$ cat src/rtl/count_check_if.sv
// ============================================================================
// Module      : count_check_if
// Description : Stream, control and status bundle for the count_check monitor.
// Revision    : 1.0
// ============================================================================
`default_nettype none

interface count_check_if #(
    parameter int WIDTH = 8,
    parameter int ERR_W = 8
);
    logic             en;
    logic [WIDTH-1:0] count_in;
    logic             clr_err;
    logic             locked;
    logic             err_pulse;
    logic             err_sticky;
    logic [ERR_W-1:0] err_cnt;
    logic             wrap_pulse;
    logic [7:0]       wrap_cnt;

    modport master (
        output en, count_in, clr_err,
        input  locked, err_pulse, err_sticky, err_cnt, wrap_pulse, wrap_cnt
    );

    modport slave (
        input  en, count_in, clr_err,
        output locked, err_pulse, err_sticky, err_cnt, wrap_pulse, wrap_cnt
    );
endinterface

`default_nettype wire

$ cat src/rtl/count_check.sv
// ============================================================================
// Module      : count_check
// Description : Locks to an incrementing count stream; flags/counts errors and wraps.
// Revision    : 1.0
// ============================================================================
`default_nettype none

module count_check #(
    parameter int WIDTH    = 8,
    parameter int LOCK_CNT = 4,
    parameter int ERR_W    = 8
) (
    input  wire logic    clk,
    input  wire logic    rst,
    count_check_if.slave bus
);
    localparam int               c_RUN_W    = 5;
    localparam [c_RUN_W-1:0]     c_LOCK_RUN = c_RUN_W'(LOCK_CNT);
    localparam [ERR_W-1:0]       c_ERR_MAX  = {ERR_W{1'b1}};

    typedef enum logic [1:0] {
        S_HUNT   = 2'd0,
        S_SYNC   = 2'd1,
        S_LOCKED = 2'd2
    } state_t;

    state_t             r_state;
    logic [WIDTH-1:0]   r_exp;
    logic [c_RUN_W-1:0] r_run;
    logic               r_locked;
    logic               r_err_pulse;
    logic               r_err_sticky;
    logic [ERR_W-1:0]   r_err_cnt;
    logic               r_wrap_pulse;
    logic [7:0]         r_wrap_cnt;

    logic               w_match;
    logic               w_zero;
    logic [WIDTH-1:0]   w_next;

    assign w_match = (bus.count_in == r_exp);
    assign w_zero  = (bus.count_in == '0);
    assign w_next  = bus.count_in + WIDTH'(1);

    always_ff @(posedge clk or posedge rst) begin
        if (rst) begin
            r_state      <= S_HUNT;
            r_exp        <= '0;
            r_run        <= '0;
            r_locked     <= 1'b0;
            r_err_pulse  <= 1'b0;
            r_err_sticky <= 1'b0;
            r_err_cnt    <= '0;
            r_wrap_pulse <= 1'b0;
            r_wrap_cnt   <= '0;
        end else begin
            r_err_pulse  <= 1'b0;
            r_wrap_pulse <= 1'b0;

            if (bus.clr_err) begin
                r_err_cnt    <= '0;
                r_err_sticky <= 1'b0;
            end

            if (bus.en) begin
                // Every sample becomes the reference for the next one.
                r_exp <= w_next;
                case (r_state)
                    S_HUNT: begin
                        r_run   <= c_RUN_W'(1);
                        r_state <= S_SYNC;
                    end
                    S_SYNC: begin
                        if (w_match) begin
                            r_run <= r_run + c_RUN_W'(1);
                            if (r_run == c_LOCK_RUN) begin
                                r_state  <= S_LOCKED;
                                r_locked <= 1'b1;
                            end
                        end else begin
                            r_run <= c_RUN_W'(1);
                        end
                    end
                    S_LOCKED: begin
                        if (w_match) begin
                            if (w_zero) begin
                                r_wrap_pulse <= 1'b1;
                                r_wrap_cnt   <= r_wrap_cnt + 8'd1;
                            end
                        end else begin
                            r_err_pulse  <= 1'b1;
                            r_err_sticky <= 1'b1;
                            // A simultaneous clear is applied first, then this error counts.
                            if (bus.clr_err)
                                r_err_cnt <= ERR_W'(1);
                            else if (r_err_cnt != c_ERR_MAX)
                                r_err_cnt <= r_err_cnt + ERR_W'(1);
                            r_run    <= c_RUN_W'(1);
                            r_state  <= S_SYNC;
                            r_locked <= 1'b0;
                        end
                    end
                    default: begin
                        r_state  <= S_HUNT;
                        r_locked <= 1'b0;
                    end
                endcase
            end
        end
    end

    assign bus.locked     = r_locked;
    assign bus.err_pulse  = r_err_pulse;
    assign bus.err_sticky = r_err_sticky;
    assign bus.err_cnt    = r_err_cnt;
    assign bus.wrap_pulse = r_wrap_pulse;
    assign bus.wrap_cnt   = r_wrap_cnt;
endmodule

`default_nettype wire

$ cat src/flat_wrapper.sv
// flat-port wrapper written by rule: the top's interface ports become plain ports
module count_check_flat 
#(
    parameter int WIDTH    = 8,
    parameter int LOCK_CNT = 4,
    parameter int ERR_W    = 8
)
  (clk, rst, bus_en, bus_count_in, bus_clr_err, bus_locked, bus_err_pulse, bus_err_sticky, bus_err_cnt, bus_wrap_pulse, bus_wrap_cnt);
  count_check_if #(.WIDTH(WIDTH), .ERR_W(ERR_W)) bus_i ();
  input  wire logic clk;
  input  wire logic rst;
  input wire logic [$bits(bus_i.en)-1:0] bus_en;
  input wire logic [$bits(bus_i.count_in)-1:0] bus_count_in;
  input wire logic [$bits(bus_i.clr_err)-1:0] bus_clr_err;
  output wire logic [$bits(bus_i.locked)-1:0] bus_locked;
  output wire logic [$bits(bus_i.err_pulse)-1:0] bus_err_pulse;
  output wire logic [$bits(bus_i.err_sticky)-1:0] bus_err_sticky;
  output wire logic [$bits(bus_i.err_cnt)-1:0] bus_err_cnt;
  output wire logic [$bits(bus_i.wrap_pulse)-1:0] bus_wrap_pulse;
  output wire logic [$bits(bus_i.wrap_cnt)-1:0] bus_wrap_cnt;
  assign bus_i.en = bus_en;
  assign bus_i.count_in = bus_count_in;
  assign bus_i.clr_err = bus_clr_err;
  assign bus_locked = bus_i.locked;
  assign bus_err_pulse = bus_i.err_pulse;
  assign bus_err_sticky = bus_i.err_sticky;
  assign bus_err_cnt = bus_i.err_cnt;
  assign bus_wrap_pulse = bus_i.wrap_pulse;
  assign bus_wrap_cnt = bus_i.wrap_cnt;
  count_check #(.WIDTH(WIDTH), .LOCK_CNT(LOCK_CNT), .ERR_W(ERR_W)) u_core (.clk(clk), .rst(rst), .bus(bus_i));
endmodule
$ cat config.mk
export PLATFORM = sky130hd
export DESIGN_NAME = count_check_flat
export DESIGN_NICKNAME = d
export VERILOG_FILES = /design/src/rtl/count_check_if.sv /design/src/rtl/count_check.sv /design/src/flat_wrapper.sv
export SDC_FILE = /design/constraint.sdc
export NUM_CORES = 1
export LEC_CHECK = 0
export ABC_AREA = 1
export BUFFER_PORTS_ARGS = -buffer_cell sky130_fd_sc_hd__buf_2
export CORE_AREA = 2 2 65 67
export DETAILED_ROUTE_END_ITERATION = 10
export DIE_AREA = 0 0 67 69
export GPL_TIMING_DRIVEN = 0
export PLACE_DENSITY = 0.87
export SLEW_MARGIN = 20
export SYNTH_ARGS = -nofsm -noshare
export SYNTH_HDL_FRONTEND = slang
export SYNTH_SLANG_ARGS = --single-unit
$ cat constraint.sdc
create_clock -name clk -period 1.5 [get_ports clk]
set_input_delay 0.075 -clock clk [delete_from_list [all_inputs] [get_ports clk]]
set_output_delay 0.075 -clock clk [all_outputs]
set_load 0.05 [all_outputs]
* Word level (Yosys, flattened, before mapping)
Cells that the tools add are included.
Word-level totals: output and inout bits 20, register bits 35
Cells by class: mux-type cells 28, add/subtract/negate cells 4, equality and inequality tests 8, reductions and logical operators 7, bitwise gates (word level) 1
Operator list (number):
- $mux W8 | 6
- $add A8 B1 Y8 const B | 3
- $pmux W5 S3 | 1
- $mux W1 | 14
- $mux W5 | 2
- $eq A8 B8 Y1 | 1
- $logic_not A8 Y1 | 1
- $ne A8 B8 Y1 const B | 1
- $reduce_and A4 Y1 | 2
- $mux W2 | 3
- $pmux W2 S3 | 1
- $add A5 B1 Y5 const B | 1
- $eq A5 B3 Y1 const B | 1
- $reduce_and A5 Y1 | 1
- $ne A2 B1 Y1 const B | 2
- $pmux W1 S3 | 1
- $reduce_and A3 Y1 | 1
- $reduce_bool A3 Y1 | 1
- $eq A2 B1 Y1 const B | 1
- $eq A2 B2 Y1 const B | 1
- $logic_not A2 Y1 | 1
- $ne A2 B2 Y1 const B | 1
- $not A1 Y1 | 1

* Longest topological paths before layout
Gate-level depths: netlist (run 1).
word-level depth 6, depth in mapped cells 11, mapped depth without buffers 11

* Worst setup path before layout (run 1)
OpenSTA, ideal clock, no wires.
path type register to register, start point reg u_core.r_err_cnt[1], in the netlist u_core.bus.err_cnt[1], end point reg u_core.r_err_cnt[3], in the netlist u_core.bus.err_cnt[3], arrival time 1709 ps, data required time 1424 ps, period minus slack after synthesis 1785 ps, path slack -285 ps, cell stages (with the launch flop) 12, buffers on the path 0, cell sequence dfrtp_1 ha_1 nand2_1 nor2_1 nand2_1 nor2_2 nand2_2 nor2_2 inv_1 o21ai_0 nand2_1 o21ai_1
On the way: word-level cells in the longest chain between the ends 6, elaborated cells between the ends (all ways) 7
Ends and longest elaborated chain:
- start, declared | line count_check.sv:33 | logic [ERR_W-1:0] r_err_cnt;
- start signal, assigned | line count_check.sv:97 | r_err_cnt <= r_err_cnt + ERR_W'(1);
- $add A8 B1 Y8 / $ne A8 B8 Y1 (equally long branches) | line count_check.sv:97, count_check.sv:96
- $mux W8 (*) | line count_check.sv:96 | else if (r_err_cnt != c_ERR_MAX)
- $mux W8 (*) | line count_check.sv:94 | if (bus.clr_err)
- $mux W8 (*) | line count_check.sv:85 | if (w_match) begin
- $mux W8 (*) | line count_check.sv:68 | case (r_state)
- $mux W8 (*) | line count_check.sv:65 | if (bus.en) begin
Mark *: on every way between the ends. The rest lies on a longest branch, timed or not. A chain may end at the register's enable or synchronous reset.

* Final worst setup path (run 1)
start point reg u_core.r_err_cnt[0], in the netlist u_core.bus.err_cnt[0], end point reg u_core.r_err_cnt[2], in the netlist u_core.bus.err_cnt[2]
Same word-level chain as after synthesis.

==> metrics, run 1 <==
Max-slew headroom 0.513; vias per cell ~5.1; Finish-stage setup viols 1; dpl hpwl roughly 3.1 mm; run status complete, but fails checks; setup TNS -0.0196 ns; sequential share of the synthesized area 0.413; nature of the critical path startpoint flop; IO buf count 31; # fillers between 300 and 400; clk buf depth 2; RD Place Congestion between 0.8 and 0.9; final worst slack -0.0196 ns; Crit path required time approximately 1.7 ns; drt drc 0; CORE AREA 0.00391 mm2; commonest non-fill, non-tap cell in the layout nand2_1; Final min period roughly 1.5 ns; Tot GR Track Use 0.209; commonest non-fill, non-tap cells in the layout nand2_1 (84), inv_1 (32), dfrtp_1 (32); first-pass GRT wire length between 7 and 8 mm; TritonCTS clock tree built; htree depth 2; Yosys cell types 27; fin crit share 1.01; Top cell by count, worst path nand2_1; Buf+Inv Stages, Crit Path 0; EDFF count, synth 0; TritonCTS Buffers 5; die area between 0.004 and 0.005 mm2; Syn Inst Count about 280; # clock sinks 35; Seq. cell area 880 um2; Critical Path Slowest Stage Cell dfrtp_2; leading area contributor after synthesis dfrtp_1; Setup WS pre-CTS 0.00292 ns; io pins 32; syn_nets 296; DR WL/cell between 10 and 15 um; nets@finish 343; Synth top area share 0.413; worst path cell trace ha_4, nand2_2, nor2_1, nand2_1, nor2_2, nand2_2, nand2_1, o21ai_0, nand2_1, nand2_1; delay-heaviest family, CP simple AND/OR/NAND/NOR gates; YS warnings 0; worst skew pair latency a little under 0.3 ns; Syn Std Cell Area roughly 0.0021 mm2; FMAX 0.658 GHz; row cnt 23; root buffer cell clkbuf_8; CP endpoint kind flop; synthesis-stage register bit count 35; Detailed Route WL between 4 and 5 mm; Cell Area, Placed between 0.002 and 0.0025 mm2; top_reg_cell synth dfrtp_1; Setup Skew around 0.0057 ns; Tightest Pin Transition roughly 0.73 ns; Min-Delay Path Class in -> reg; ant diodes 0; max-cap violations 0; Die H slightly below 70 um; chip width roughly 67 um; RSZ-0062 raised after global routing yes; antenna-violating nets left 0; Crit path largest cell delay around 0.40 ns; Critical Setup Path Class reg -> reg; fin. max-slew vios 0; synthesis-to-finish area growth 24.8%; DRT iter0 DRCs 130; vias in the first global route 1766; VDD IR max about 0.82 mV; PD cells approximately 1100 mW/mm2; area of the multi-input gates about 0.0012 mm2; pin count of the biggest net entering global routing 36; Post-Layout Inst Area approximately 0.0026 mm2; failing checks negative setup slack; synth top area cells dfrtp_1 (41%), nand2_1 (16%), inv_1 (6.4%), nand3_1 (4.7%), xnor2_1 (4.1%); syn avg cell area 7.63 um2; worst path arrival time between 1.5 and 2 ns; Worst-path clk slew roughly 0.07 ns; Initial Util 0.542; Initial DRT Pass Iterations 4; Crit Path Max Fanout 5; final hold vios 0; Leakage between 1 and 1.5 nW; layout cells sized above 1 0.273; initial antenna violation count 0; via count between 1500 and 2000; ys async rst share 1.00; grt ovf 0
==> Yosys cell counts (2+ instances only) <==
| cell | number |
|---|---|
| nor3_1 | 5 |
| ha_1 | 6 |
| xnor2_1 | 10 |
| o21ai_1 | 5 |
| inv_2 | 2 |
| nor2_4 | 2 |
| nor2_1 | 16 |
| nand3_1 | 20 |
| o21ai_2 | 6 |
| nand2_1 | 91 |
| xor2_1 | 10 |
| o21ai_0 | 14 |
| dfrtp_1 | 35 |
| nor2_2 | 2 |
| nand4_1 | 3 |
| o22ai_1 | 2 |
| inv_1 | 36 |
| nand2_2 | 4 |
==> metal layers <==
metal,wire length [um],vias to the layer above,GRT usage
met3,172,7,0.0506
met4,64,0,0.0748
met2,2370,37,0.349
met5,0,-,0
met1,1990,902,0.257
li1,-,967,-
==> registers in the layout, summed over array words and instances, names as in the netlist <==
signal,cells
u_core.bus.err_cnt,8
u_core.bus.err_sticky,1
u_core.bus.wrap_pulse,1
u_core.bus.wrap_cnt,8
u_core.bus.err_pulse,1
u_core.bus.locked,1
u_core.r_state,2
u_core.r_run,5
u_core.r_exp,8
==> cell families (layout without fill, tap and decap cells) <==
group | count (synthesis) | count (layout) | share of synthesized area
AOI/OAI and AO/OA | 29 | 29 | 0.0820
xor gates and xnor gates | 20 | 20 | 0.0825
adders and majority gates | 6 | 6 | 0.0354
buffers and inverters | 42 | 90 | 0.0790
DFF | 35 | 35 | 0.413
and+or+nand+nor | 146 | 146 | 0.308
==> what timing repair did <==
action,4_1_cts,5_1_grt
hold buffers,1,0
setup endpoints to repair,1,21
pin swaps,1,10
resized for setup,0,23
hold endpoints to repair,35,0
setup buffers,3,4
gates cloned,0,1
==> final timing paths <==
path	startpoint	end	slack, ns	cells after the start
min in group asynchronous	rst	u_core.bus.wrap_pulse	0.49	3
worst max-delay path	u_core.bus.err_cnt[0]	u_core.bus.err_cnt[2]	-0.02	10
worst max register to register	u_core.bus.err_cnt[0]	u_core.bus.err_cnt[2]	-0.02	10
worst min register to register	u_core.bus.locked	u_core.bus.locked	0.48	2
max in group asynchronous	rst	u_core.bus.err_cnt[2]	0.50	3
worst min-delay path	bus_count_in[0]	u_core.r_exp[0]	0.06	2
==> area by class of cell <==
class	count	share of cell area
multi-input cells	201	0.438
flip-flops and latches	35	0.332
repair buffers	40	0.0917
inverters	40	0.0577
clock buffers	6	0.0274
well taps	50	0.0236
clock inverters	2	0.0227
plain buffers	2	0.00709
==> stage by stage <==
stage | instances | hold WS, ns | power (mW) | utilization
2_1_floorplan | 278 | 0.187 | 1.60 | -
5_1_grt | 376 | 0.0826 | 2.97 | 0.676
3_5_place_dp | 359 | 0.240 | 1.76 | 0.603
3_3_place_gp | 359 | 0.343 | 1.74 | 0.603
6_report | 376 | 0.0567 | 2.81 | 0.676
4_1_cts | 371 | 0.0614 | 2.79 | 0.645
==> where the power goes <==
part | internal (mW) | switching, mW
registers | 1.04 | 0.0840
clock network | 0.664 | 0.341
logic | 0.194 | 0.480
total | 1.90 | 0.905
Note: power is estimated with default switching activity, not from simulation.
==> inputs of run 2 (changes only) <==
--- a/config.mk
+++ b/config.mk
@@ -7,11 +7,11 @@
 export LEC_CHECK = 0
 export ABC_AREA = 1
 export BUFFER_PORTS_ARGS = -buffer_cell sky130_fd_sc_hd__buf_2
-export CORE_AREA = 2 2 65 67
+export CORE_AREA = 2 2 81 83
 export DETAILED_ROUTE_END_ITERATION = 10
-export DIE_AREA = 0 0 67 69
+export DIE_AREA = 0 0 83 85
 export GPL_TIMING_DRIVEN = 0
-export PLACE_DENSITY = 0.87
+export PLACE_DENSITY = 0.63
 export SLEW_MARGIN = 20
 export SYNTH_ARGS = -nofsm -noshare
 export SYNTH_HDL_FRONTEND = slang
==> run 2 against run 1 <==
  * Sequential power is essentially flat
  * Flip-flop and latch count unchanged
  * Hold slack better by 0.00052 ns
  * The run still ends with negative setup slack left
  * Non-clock buffer count is the same
  * Final cell count up 7.2%
  * First-iteration DRC count down 56%
  * Largest cell class unchanged
  * Largest power group unchanged
  * Clock-buffer cell count fell by 1
  * Final area rose by 2.8%
  * Critical path depth rose by 1
  * Worst setup slack better by 0.013 ns
==> metrics, run 2 (synthesis results as in run 1) <==
fin. max-slew vios 0; fin crit share 1.00; run status complete, but fails checks; Worst-path clk slew 0.08 ns; Setup Skew 0.00870 ns; sequential power share 0.418; row cnt 29; combinational share of power 0.254; TritonCTS clock tree built; pin count of the biggest net entering global routing 22; Max-slew headroom 0.659; vias per cell between 4 and 5; layout cells sized above 1 0.273; Int Pwr between 1.5 and 2 mW; Clk pwr share 0.328; Reg2Reg Launch Point u_core.bus.err_cnt[0]; Tightest Pin Transition 0.512 ns; # clock sinks 35; RD Place Congestion between 0.7 and 0.8; die area about 0.007 mm2; commonest non-fill, non-tap cell in the layout nand2_1; worst path arrival time about 1.7 ns; Initial DRT Pass Iterations 4; Tot GR Track Use 0.134; grt ovf 0; synthesis-to-finish area growth 28.3%; vias in the first global route 1781; CP endpoint u_core.bus.err_cnt[3]; root buffer cell clkbuf_8; Crit Path Max Fanout 5; Initial Util 0.342; drt drc 0; Psw 960 uW; Tot Pwr 2.69 mW; Finish-stage setup viols 2; antenna-violating nets left 0; Crit path largest cell delay about 0.4 ns; Leakage about 1.4 nW; initial antenna violation count 0; RSZ-0062 raised after global routing yes; VDD IR max 0.598 mV; max-cap violations 0; Worst Setup SP u_core.bus.err_cnt[0]; failing checks negative setup slack; gr busiest metal met2; Buf+Inv Stages, Crit Path 1; delay-heaviest family, CP simple AND/OR/NAND/NOR gates; TritonCTS Buffers 5; nature of the critical path startpoint flop; DRT iter0 DRCs 57; Switching Share 0.357; dpl hpwl approximately 3.3 mm; Detailed Route WL 4.48 mm; R2R Setup Slk -0.006 ns; worst skew pair latency about 0.30 ns; FMAX around 0.66 GHz; Min-Delay Path Class in -> reg; CORE AREA roughly 0.0062 mm2; Seq. cell area ~880 um2; Crit path depth 11; met2 GRT Util 0.225; # fillers around 600; setup TNS -0.00699 ns; Crit path required time 1.73 ns; worst path cell trace ha_4, nand2_2, nor2_1, nand2_1, nor2_2, nand2_2, nor2_4, inv_2, o21ai_1, nand2_1, o21ai_1; clk buf depth 2; met1 Use GR 0.167; Final min period ~1.5 ns; Setup WS pre-CTS roughly 0.012 ns; first-pass GRT wire length slightly below 8 mm; worst reg-to-reg path cell count 11; area of the multi-input gates between 0.001 and 0.0015 mm2; ant diodes 0; RR Endpoint u_core.bus.err_cnt[3]; commonest non-fill, non-tap cells in the layout nand2_1 (84), inv_1 (33), dfrtp_1 (32); CP endpoint kind flop; nets@finish approximately 340; via count between 1500 and 2000; chip width between 80 and 90 um; GRT met3 Usage 0.0292; IO buf count 31; Critical Path Slowest Stage Cell dfrtp_2; final hold vios 0; htree depth 2; Die H between 80 and 90 um; final worst slack -0.00641 ns; Critical Setup Path Class reg -> reg; DR WL/cell between 10 and 15 um; PD cells a little under 1000 mW/mm2; io pins 32
-- run 2: changes by cell type in the layout (fill, tap and decap cells not counted), moves of 2 or more --
cell,previous run,this run
nand2_2,9,6
nand2_4,3,6
buf_4,7,5
inv_2,6,4
nand3_1,19,17
nand3_4,1,3
o21ai_1,7,9
o21ai_2,8,6
-- run 2: how the worst min path moves through the flow --
stage / from / endpoint / depth (start not counted)
2_1_floorplan: bus_count_in[0] / u_core.r_exp[0] / 1
3_3_place_gp: bus_count_in[0] / u_core.r_exp[0] / 2
3_5_place_dp: rst / u_core.r_run[1] / 2
4_1_cts: bus_count_in[0] / u_core.r_exp[0] / 2
5_1_grt: bus_count_in[0] / u_core.r_exp[0] / 2
6_report: bus_count_in[0] / u_core.r_exp[0] / 2
-- run 2: metal layers --
layer  part of all wire  up-vias
met4              0.019        0
met3              0.042        7
li1                   -      965
met2               0.48       34
met5                  0        -
met1               0.46      854
-- run 2: worst reg2reg max path: cells and delay by family (launching register included) --
family | cells | cell delay, ns
AOI/OAI and AO/OA | 2 | 0.13
adders and majority gates | 1 | 0.14
buffers and inverters | 1 | 0.05
DFF | 1 | 0.40
and+or+nand+nor | 7 | 0.71
-- run 2: timing repair --
action                     4_1_cts  5_1_grt
hold endpoints to repair        14        0
gates cloned                     0        1
gates resized for setup          0       30
pin swaps                        0       13
buffers inserted                 1        5
hold buffers                     1        0
setup endpoints to repair        1       22
-- run 2: power groups by stage --
stage,clock [mW],sequential [mW],combinational [mW]
final,0.884,1.13,0.684
after floorplan,0,1.29,0.313
after CTS,0.915,1.12,0.636
after detailed placement,0,1.14,0.629
after global placement,0,1.14,0.611
after global routing,0.953,1.14,0.758
-- run 2: through the flow --
step                utilization  cell area (um2)  instances  hold slack, ns
floorplan                     -             2140        278           0.187
global placement          0.386             2390        386           0.347
detailed placement        0.390             2420        387          0.0857
CTS                       0.411             2550        397          0.0527
global route              0.439             2720        403          0.0679
finish                    0.439             2720        403          0.0572
-- run 2: area by class of cell --
class / instances / area share
inverters: 40 / 0.0570
multi-input cells: 201 / 0.438
clock inverters: 3 / 0.0161
well taps: 77 / 0.0354
flip-flops and latches: 35 / 0.323
repair buffers: 40 / 0.0979
plain buffers: 2 / 0.00689
clock buffers: 5 / 0.0253
==> inputs of run 3 (changes only) <==
--- a/config.mk
+++ b/config.mk
@@ -5,11 +5,11 @@
 export SDC_FILE = /design/constraint.sdc
 export NUM_CORES = 1
 export LEC_CHECK = 0
-export ABC_AREA = 1
+export ABC_AREA = 0
 export BUFFER_PORTS_ARGS = -buffer_cell sky130_fd_sc_hd__buf_2
-export CORE_AREA = 2 2 81 83
+export CORE_AREA = 2 2 77 79
 export DETAILED_ROUTE_END_ITERATION = 10
-export DIE_AREA = 0 0 83 85
+export DIE_AREA = 0 0 79 81
 export GPL_TIMING_DRIVEN = 0
 export PLACE_DENSITY = 0.63
 export SLEW_MARGIN = 20
==> run 3 against run 2 <==
  * The run still ends with negative setup slack left
  * Final cell count decreased by 18%
  * Clock-buffer cell count increased by 1
  * Largest cell class unchanged
  * Non-clock buffer count increased by 18
  * Hold slack improved by 0.077 ns
  * Maximum frequency decreased by 14%
  * Core utilization increased by 4.7 points
  * Area after synthesis decreased by 10%
  * Clock skew about the same
  * Critical path type unchanged
  * Power decreased by 29%
  * First-iteration DRC count increased by 120%
  * Combinational power decreased by 69%
  * Final area increased by 1.2%
==> metrics, run 3 <==
run status complete, but fails checks; failing checks negative setup slack; Crit path largest cell delay around 0.43 ns; hold_ws approximately 0.13 ns; sequential share of the synthesized area 0.461; CP endpoint kind flop; nets@finish about 270; first-pass GRT wire length between 7 and 8 mm; clk buf depth 2; final core occ 0.486; initial antenna violation count 0; commonest non-fill, non-tap cells in the layout buf_2 (31), dfrtp_1 (28), nand3_1 (13); Tightest Pin Transition approximately 0.75 ns; Leakage roughly 1.3 nW; Crit Path Max Fanout 4; worst path arrival time 1.94 ns; Finish-stage setup viols 26; nature of the critical path startpoint flop; vias per cell roughly 5.3; syn avg cell area slightly below 10 um2; VDD IR max 0.446 mV; root buffer cell clkbuf_8; final hold vios 0; Critical Setup Path Class reg -> reg; drt drc 0; worst path cell trace xnor2_2, nand4_2, or2_4, or3_4, mux2_4; commonest non-fill, non-tap cell in the layout buf_2; Initial DRT Pass Iterations 4; Post-Layout Inst Area ~0.0028 mm2; RD Place Congestion 0.797; io pins 32; Final min period roughly 1.8 ns; Setup Skew around 0.0091 ns; worst skew pair latency approximately 0.29 ns; antenna-violating nets left 0; top_reg_cell synth dfrtp_1; Tot GR Track Use 0.153; Worst-path clk slew 0.08 ns; Cell Area, Placed 0.00218 mm2; ys async rst share 1.00; # clock sinks 35; Synth top area share 0.461; die area about 0.0064 mm2; Syn Std Cell Area ~0.0019 mm2; Tot Pwr between 1.5 and 2 mW; Setup WS pre-CTS -0.493 ns; most common cell in the netlist dfrtp_1; Yosys cell types 40; DRT iter0 DRCs ~120; FMAX approximately 0.57 GHz; placed cell count 300; Initial Util 0.335; fin. max-slew vios 0; Detailed Route WL 5.12 mm; dpl hpwl just over 3 mm; final worst slack -0.251 ns; setup TNS -3.09 ns; vias in the first global route ~1700; Die H 81 um; max-cap violations 0; grt ovf 0; synthesis-to-finish area growth 44.9%; DR WL/cell approximately 16 um; htree depth 2; final non-filler cell total 329; TritonCTS Buffers 5; synthesis-stage register bit count 35; Syn Inst Count 194; YS warnings 0; most instantiated cells after synthesis dfrtp_1 (35), nand3_1 (15), nor2_1 (14), xnor2_1 (14), inv_1 (12); TritonCTS clock tree built; chip width 79 um; RSZ-0062 raised after global routing yes; EDFF count, synth 0; layout cells sized above 1 0.449; Min-Delay Path Class in -> reg; fin crit share 1.17; CORE AREA roughly 0.0057 mm2; leading area contributor after synthesis dfrtp_1; Crit path required time approximately 1.7 ns; Max-slew headroom 0.497; synth top area cells dfrtp_1 (46%), xnor2_1 (6.4%), ha_1 (3.9%), nand3_1 (3.9%), xor2_1 (3.2%); ant diodes 0; IO buf count 31; Critical Path Slowest Stage Cell dfrtp_1; via count approximately 1700; pin count of the biggest net entering global routing 36; Min-Delay Path Depth 4; syn_nets 212; row cnt 28; worst reg-to-reg path cell count 5; PD cells 690 mW/mm2
[run 3: cell types whose count changed after synthesis, sizes merged, moves of 5 or more]
| cell | previous run | this run |
|---|---|---|
| nand4 | 3 | 9 |
| and3 | 0 | 6 |
| a31oi | 0 | 5 |
| clkbuf | 0 | 6 |
| nand3 | 21 | 15 |
| a21oi | 1 | 7 |
| o21ai | 25 | 8 |
| nand2 | 96 | 5 |
| inv | 39 | 12 |
| nor2 | 21 | 14 |
| mux2 | 0 | 5 |
[run 3: where the power goes]
| group | switching [mW] | internal, mW |
|---|---|---|
| Clock | 0.373 | 0.325 |
| Combinational | 0.119 | 0.0954 |
| Sequential | 0.0211 | 0.967 |
| Total | 0.513 | 1.39 |
[run 3: worst max-delay path: cells and delay by family, from the launching register on]
kind	cells	cell delay [ns]
XOR/XNOR	1	0.17
multiplexers	1	0.26
AND/OR/NAND/NOR	3	0.78
flip-flops	1	0.43
[run 3: final timing paths]
check | start | slack [ns] | endpoint
setup / recovery | u_core.r_exp[5] | -0.25 | u_core.r_run[0]
hold / removal | bus_clr_err | 0.13 | u_core.bus.err_cnt[7]
setup reg to reg | u_core.r_exp[5] | -0.25 | u_core.r_run[0]
hold reg to reg | u_core.bus.wrap_cnt[7] | 0.47 | u_core.bus.wrap_cnt[7]
max in group asynchronous | rst | 0.51 | u_core.r_state[0]
min in group asynchronous | rst | 0.46 | u_core.bus.err_pulse
[run 3: layout make-up]
cell class,instances,area (um2)
inverter,12,45.0
fill,537,2920
buffer,6,41.3
tap,75,93.8
clock buffer,6,72.6
multi-input combinational,139,1240
sequential,35,885
timing repair buffer,54,368
clock inverter,2,12.5
[run 3: kinds of logic (layout without fill, tap and decap cells)]
| logic type | count (synthesis) | after routing | synth area share |
|---|---|---|---|
| fa+ha+maj | 6 | 6 | 0.0395 |
| simple gates | 73 | 73 | 0.213 |
| mux | 6 | 6 | 0.0368 |
| xor+xnor | 21 | 21 | 0.0967 |
| compound gates | 33 | 33 | 0.112 |
| buf+inv | 20 | 80 | 0.0414 |
| flops | 35 | 35 | 0.461 |
[run 3: repair_timing]
action,in CTS,in global routing
hold buffers,1,0
pin swaps,10,26
endpoints found under the hold margin,35,0
buffers inserted,11,11
endpoints found under the setup margin,27,25
gates resized for setup,30,42
[run 3: per-layer routing]
layer | wire length, um | track usage | up-vias
li1 | - | - | 818
met1 | 2180 | 0.192 | 867
met2 | 2690 | 0.254 | 45
met3 | 170 | 0.0389 | 9
met4 | 74 | 0.0621 | 0
met5 | 0 | 0 | -
